<file path="src/rtl/io_bridge.sv">
// Multi-slot peripheral bridge: decodes a flat I/O address into slot + register index,
// runs one registered request at a time, and completes with error on unmapped/illegal/timeout.
module io_bridge #(
    parameter int                    ADDR_WIDTH        = 32,
    parameter int                    DATA_WIDTH        = 32,
    parameter int                    PERIPH_ADDR_WIDTH = 6,
    parameter int                    PERIPH_DATA_WIDTH = 32,
    parameter int                    N_SLOTS           = 4,
    parameter logic [ADDR_WIDTH-1:0] BASE_ADDR         = 'h80,
    parameter int                    TIMEOUT           = 16
) (
    input  logic                                   clk,
    input  logic                                   rst_n,
    input  logic                                   read,
    input  logic                                   write,
    input  logic [ADDR_WIDTH-1:0]                  addr,
    input  logic [DATA_WIDTH-1:0]                  wdata,
    output logic [DATA_WIDTH-1:0]                  rdata,
    output logic                                   ready,
    output logic                                   error,
    output logic [PERIPH_ADDR_WIDTH-1:0]           io_addr,
    output logic [PERIPH_DATA_WIDTH-1:0]           io_wdata,
    input  logic [N_SLOTS*PERIPH_DATA_WIDTH-1:0]   io_rdata,
    output logic [N_SLOTS-1:0]                     io_read,
    output logic [N_SLOTS-1:0]                     io_write,
    input  logic [N_SLOTS-1:0]                     io_ready,
    output logic [1:0]                             dbg_state
);

    localparam int PAW    = PERIPH_ADDR_WIDTH;
    localparam int PDW    = PERIPH_DATA_WIDTH;
    localparam int SLOT_W = (N_SLOTS > 1) ? $clog2(N_SLOTS) : 1;
    localparam int CNT_W  = (TIMEOUT > 1) ? $clog2(TIMEOUT) : 1;
    // One bit wider than the address so the top of the window never wraps.
    localparam logic [ADDR_WIDTH:0] SPAN = (ADDR_WIDTH+1)'(N_SLOTS) << (PAW + 2);

    typedef enum logic [1:0] {
        S_IDLE   = 2'd0,
        S_ACCESS = 2'd1,
        S_DONE   = 2'd2
    } state_t;

    state_t             r_state;
    logic [SLOT_W-1:0]  r_slot;
    logic               r_is_write;
    logic [CNT_W-1:0]   r_cnt;

    logic               w_mapped;
    logic [ADDR_WIDTH-1:0] w_off;
    logic [SLOT_W-1:0]  w_slot;
    logic [PAW-1:0]     w_index;
    logic [N_SLOTS-1:0] w_onehot;
    logic               w_sel_ready;
    logic [PDW-1:0]     w_sel_rdata;
    logic               w_timeout;

    assign w_off       = addr - BASE_ADDR;
    assign w_mapped    = (addr >= BASE_ADDR) && ({1'b0, w_off} < SPAN);
    assign w_slot      = SLOT_W'(w_off >> (PAW + 2));
    assign w_index     = w_off[PAW+1:2];
    assign w_onehot    = N_SLOTS'(1) << w_slot;
    assign w_sel_ready = io_ready[r_slot];
    assign w_sel_rdata = io_rdata[r_slot*PDW +: PDW];
    assign w_timeout   = (TIMEOUT != 0) && (r_cnt == CNT_W'(TIMEOUT - 1));
    assign dbg_state   = r_state;

    always_ff @(posedge clk or negedge rst_n) begin
        if (!rst_n) begin
            r_state    <= S_IDLE;
            r_slot     <= '0;
            r_is_write <= 1'b0;
            r_cnt      <= '0;
            rdata      <= '0;
            ready      <= 1'b0;
            error      <= 1'b0;
            io_addr    <= '0;
            io_wdata   <= '0;
            io_read    <= '0;
            io_write   <= '0;
        end else begin
            case (r_state)
                S_IDLE: begin
                    if (read && write) begin
                        ready   <= 1'b1;
                        error   <= 1'b1;
                        r_state <= S_DONE;
                    end else if (read || write) begin
                        if (!w_mapped) begin
                            ready   <= 1'b1;
                            error   <= 1'b1;
                            r_state <= S_DONE;
                        end else begin
                            r_slot     <= w_slot;
                            r_is_write <= write;
                            io_addr    <= w_index;
                            io_wdata   <= wdata[PDW-1:0];
                            r_cnt      <= '0;
                            io_read    <= read  ? w_onehot : '0;
                            io_write   <= write ? w_onehot : '0;
                            r_state    <= S_ACCESS;
                        end
                    end
                end
                S_ACCESS: begin
                    if (w_sel_ready) begin
                        io_read  <= '0;
                        io_write <= '0;
                        ready    <= 1'b1;
                        error    <= 1'b0;
                        rdata    <= r_is_write ? '0 : DATA_WIDTH'(w_sel_rdata);
                        r_state  <= S_DONE;
                    end else if (w_timeout) begin
                        io_read  <= '0;
                        io_write <= '0;
                        ready    <= 1'b1;
                        error    <= 1'b1;
                        rdata    <= '0;
                        r_state  <= S_DONE;
                    end else begin
                        r_cnt <= r_cnt + 1'b1;
                    end
                end
                S_DONE: begin
                    ready   <= 1'b0;
                    error   <= 1'b0;
                    rdata   <= '0;
                    r_state <= S_IDLE;
                end
                default: r_state <= S_IDLE;
            endcase
        end
    end

endmodule

</file>
<file path="config.mk">
export PLATFORM = sky130hd
export DESIGN_NAME = io_bridge
export DESIGN_NICKNAME = d
export VERILOG_FILES = /design/src/rtl/io_bridge.sv
export SDC_FILE = /design/constraint.sdc
export NUM_CORES = 1
export LEC_CHECK = 0
export ABC_AREA = 1
export BUFFER_PORTS_ARGS = -buffer_cell sky130_fd_sc_hd__buf_2
export CORE_MARGIN = 1.5
export CORE_UTILIZATION = 43
export DETAILED_ROUTE_END_ITERATION = 6
export GPL_TIMING_DRIVEN = 0
export PLACE_DENSITY = 0.88
export SLEW_MARGIN = 25
export SYNTH_ARGS = -nofsm -noshare
export SYNTH_HDL_FRONTEND = slang
export SYNTH_SLANG_ARGS = --single-unit
</file>
<file path="constraint.sdc">
create_clock -name clk -period 1.95 [get_ports clk]
set_clock_uncertainty 0.05 [all_clocks]
set_input_delay 0.4875 -clock clk [delete_from_list [all_inputs] [get_ports clk]]
set_output_delay 0.4875 -clock clk [all_outputs]
set_load 0.02 [all_outputs]
</file>
==> flow_metrics.env <==
export IMPL_power_frac_clock=0.256
export IMPL_power_frac_comb=0.392
export IMPL_grtUsageTotal=0.291
export IMPL_grt_pass1_vias=6897
export IMPL_path_delay_family="simple AND/OR/NAND/NOR gates"
export IMPL_synth_nets=1052
export IMPL_min_period_over_period=1.14
export IMPL_synth_area_top_cells="dfrtp_1 39%, nand2_1 17%, o21ai_0 8.8%, nor2_1 8.5%, nand3_1 5.9%"
export IMPL_die_area_sq_mm=0.0141
export IMPL_ys_flop_type="dfrtp_1"
export IMPL_path_cells="buf_2 > nor2_2 > nand2_2 > nor2_4 > buf_6 > nand2_1 > nand2_1 > nand4_1 > nor2_1 > nand2_2 > nor2_4 > nand3_4 > buf_6 > nand2_2 > nand2_1"
export IMPL_initial_core_util=0.438
export IMPL_crit_fanout=10
export IMPL_violations="setup timing"
export IMPL_drt_initial_drc_count=567
export IMPL_numPortBuffers=281
export IMPL_whs_ns=0.313
export IMPL_endpoint="io_wdata[3]"
export IMPL_max_slew_margin=0.667
export IMPL_rsz0062_at_grt="true"
export IMPL_fmax_mhz=448
export IMPL_vias_per_cell=5.36
export IMPL_hpwl_mm=15.6
export IMPL_yosysUniqueCellTypes=38
export IMPL_power_density_mw_per_mm2=806
export IMPL_via_count=7204
export IMPL_r2r_end="r_cnt[3]"
export IMPL_dieHeight_microns=119
export IMPL_numCtsBuffers=9
export IMPL_drive_gt1_frac=0.393
export IMPL_fp_coreArea_sq_mm=0.0132
export IMPL_root_buffer="clkbuf_16"
export IMPL_postRouteAntennaNets=0
export IMPL_routedWlPerCell_microns=15.8
export IMPL_swShare=0.407
export IMPL_synth_edff_count=0
export IMPL_drc=0
export IMPL_syn_to_final_growth_pct=44.9
export IMPL_ff2ff_setup_slack_ns=-0.15
export IMPL_synth_area_sq_mm=0.00577
export IMPL_power_total_mw=6.75
export IMPL_pwr_share_seq=0.353
export IMPL_worstReg2RegStart="dbg_state[1]"
export IMPL_synth_top_area_frac=0.386
export IMPL_grt_pass1_wl_mm=33.0
export IMPL_peakVddDrop_uv=402
export IMPL_setup_viol=57
export IMPL_maxSlewViolCount=0
export IMPL_cts_tree="yes"
export IMPL_finalHoldViolations=0
export IMPL_status="finished, violations left"
export IMPL_clockBufferDepth=2
export IMPL_synth_area_leader_cell="dfrtp_1"
export IMPL_crit_start="addr[10]"
export IMPL_clk_pin_slew_ns=0.08
export IMPL_final_cell_area_sq_mm=0.00837
export IMPL_cp_data_required_time_ns=2.13
export IMPL_yosysSeqAreaShare=0.386
export IMPL_grt_remaining_overflow=0
export IMPL_cp_slowest_stage_delay_ns=0.19
export IMPL_synth_common_cells="267 x nand2_1, 130 x nor2_1, 102 x o21ai_0"
export IMPL_antenna_found_initial=1
export IMPL_p_leak_nw=4.46
export IMPL_dpl_cell_area_sq_mm=0.00748
export IMPL_crit_buf_inv=3
export IMPL_setup_tns_ns=-12.33
export IMPL_dr_pass1_iters=5
export IMPL_tightest_slew_ns=0.500
export IMPL_reg2regPathDepth=9
export IMPL_num_io_pins=282
export IMPL_yosys_warnings=0
export IMPL_worst_slack_ns=-0.281
export IMPL_fp_row_count=42
export IMPL_p_int_mw=4.00
export IMPL_p_switching_mw=2.74
export IMPL_drv_cap=0
export IMPL_setup_worst_path_start_class="input pin"
export IMPL_drt_total_wl_mm=21.2
export IMPL_slowest_stage="buf_6"
export IMPL_clkLatencyLatePin_ns=0.34
export IMPL_critPathArrivalTime_ns=2.41
export IMPL_post_route_util=0.634
export IMPL_endpoint_kind="flip-flop"
export IMPL_crit_type="input pin to flip-flop"
export IMPL_hold_path_class="input pin to flip-flop"
export IMPL_cts_htree_levels=3
export IMPL_routabilityCongestion=0.916
export IMPL_syn_inst=846
export IMPL_synth_seq_cells=89
export IMPL_syn_area_per_cell_sq_um=6.82
export IMPL_min_period_ns=2.23
export IMPL_cts_sinks=89
export IMPL_grt_max_degree=77
export IMPL_die_w_microns=119
export IMPL_async_reset_ff_frac=1.00
export IMPL_worst_path_stages=15
export IMPL_nNetsFinal=1367
export IMPL_synth_most_common_cell="nand2_1"
==> how the worst min path moves through the flow <==
stage                   endpoint  cells past startpoint    startpoint  slack [ns]
finish               io_wdata[7]                      3      wdata[7]        0.31
global route        io_wdata[31]                      3     wdata[31]        0.31
CTS                  io_wdata[7]                      3      wdata[7]        0.31
detailed placement  io_wdata[29]                      1         rst_n        0.27
global placement    io_wdata[16]                      2  io_wdata[16]        0.40
floorplan           dbg_state[0]                      0         rst_n        0.14
==> through the flow <==
step / worst slack [ns] / std cells
floorplan: -0.191 / 846
finish: -0.281 / 1343
global route: -0.411 / 1343
CTS: -0.251 / 1335
global placement: -0.737 / 1303
detailed placement: -0.751 / 1304
==> sequential cells by signal, indices dropped and copies added (netlist names), 2 cells and up <==
signal     cells
io_wdata      32
dbg_state      2
r_cnt          4
r_slot         2
io_write       4
io_read        4
rdata         32
io_addr        6
==> cell type report <==
cell class,count,area [sq um]
Multi-Input combinational cell,674,3470
Buffer,45,313
Clock inverter,7,73.8
Sequential cell,89,2230
Timing Repair Buffer,304,1680
Clock buffer,9,225
Antenna cell,1,2.50
Inverter,38,151
Fill cell,1168,4820
Tap cell,176,220
==> tightest hold or removal path, cell delays in order <==
cell,delay [ns]
buf_2,0.07
nand3_1,0.06
nand2_1,0.05
==> layer usage <==
metal | track usage | part of all wire | vias to the layer above
met2 | 0.511 | 0.49 | 373
met1 | 0.353 | 0.40 | 3332
met4 | 0.121 | 0.040 | 0
met5 | 0 | 0 | -
li1 | - | - | 3437
met3 | 0.0532 | 0.068 | 62
==> power groups by stage <==
stage               sequential, mW  combinational [mW]  clock (mW)
floorplan                     2.83               0.888           0
global placement              2.38                2.28           0
detailed placement            2.40                2.32           0
CTS                           2.37                2.39        1.75
global route                  2.41                2.84        1.83
finish                        2.38                2.64        1.72
==> cell usage in the layout (no fill, tap or decap), types with 3 or more instances in the layout <==
cell type,Yosys,final
nand2_1,267,223
nand3b_1,3,3
buf_8,0,3
nand3_2,2,4
clkbuf_2,0,14
nand3_1,68,64
nor2_2,5,10
dfrtp_1,89,87
nor2_1,130,117
inv_1,36,32
clkbuf_16,0,9
o21ai_1,5,10
clkbuf_1,29,8
clkbuf_4,3,6
buf_6,9,16
buf_4,2,18
buf_2,2,279
nand2_2,6,47
inv_8,0,3
inv_2,2,3
o21ai_0,102,96
nand3_4,1,4
nor2_4,5,13
or2_2,3,3
ha_1,6,4
o22ai_1,32,32
clkinvlp_4,0,3
nand4_1,19,19
==> cell families after synthesis <==
family,count (synthesis),synth area share
flops,89,0.386
simple gates,514,0.383
buf+inv,84,0.0700
compound gates,149,0.142
xor+xnor,4,0.00607
fa+ha+maj,6,0.0130
==> timing repair <==
action                                  in CTS  in global routing
endpoints found under the hold margin       13                  0
buffers inserted                            11                  6
cloned                                       4                  1
hold buffers                                 1                  0
endpoints found under the setup margin      89                 89
gates resized for setup                     56                103
pin swaps                                   32                 21
(Power assumes the default switching activity.)
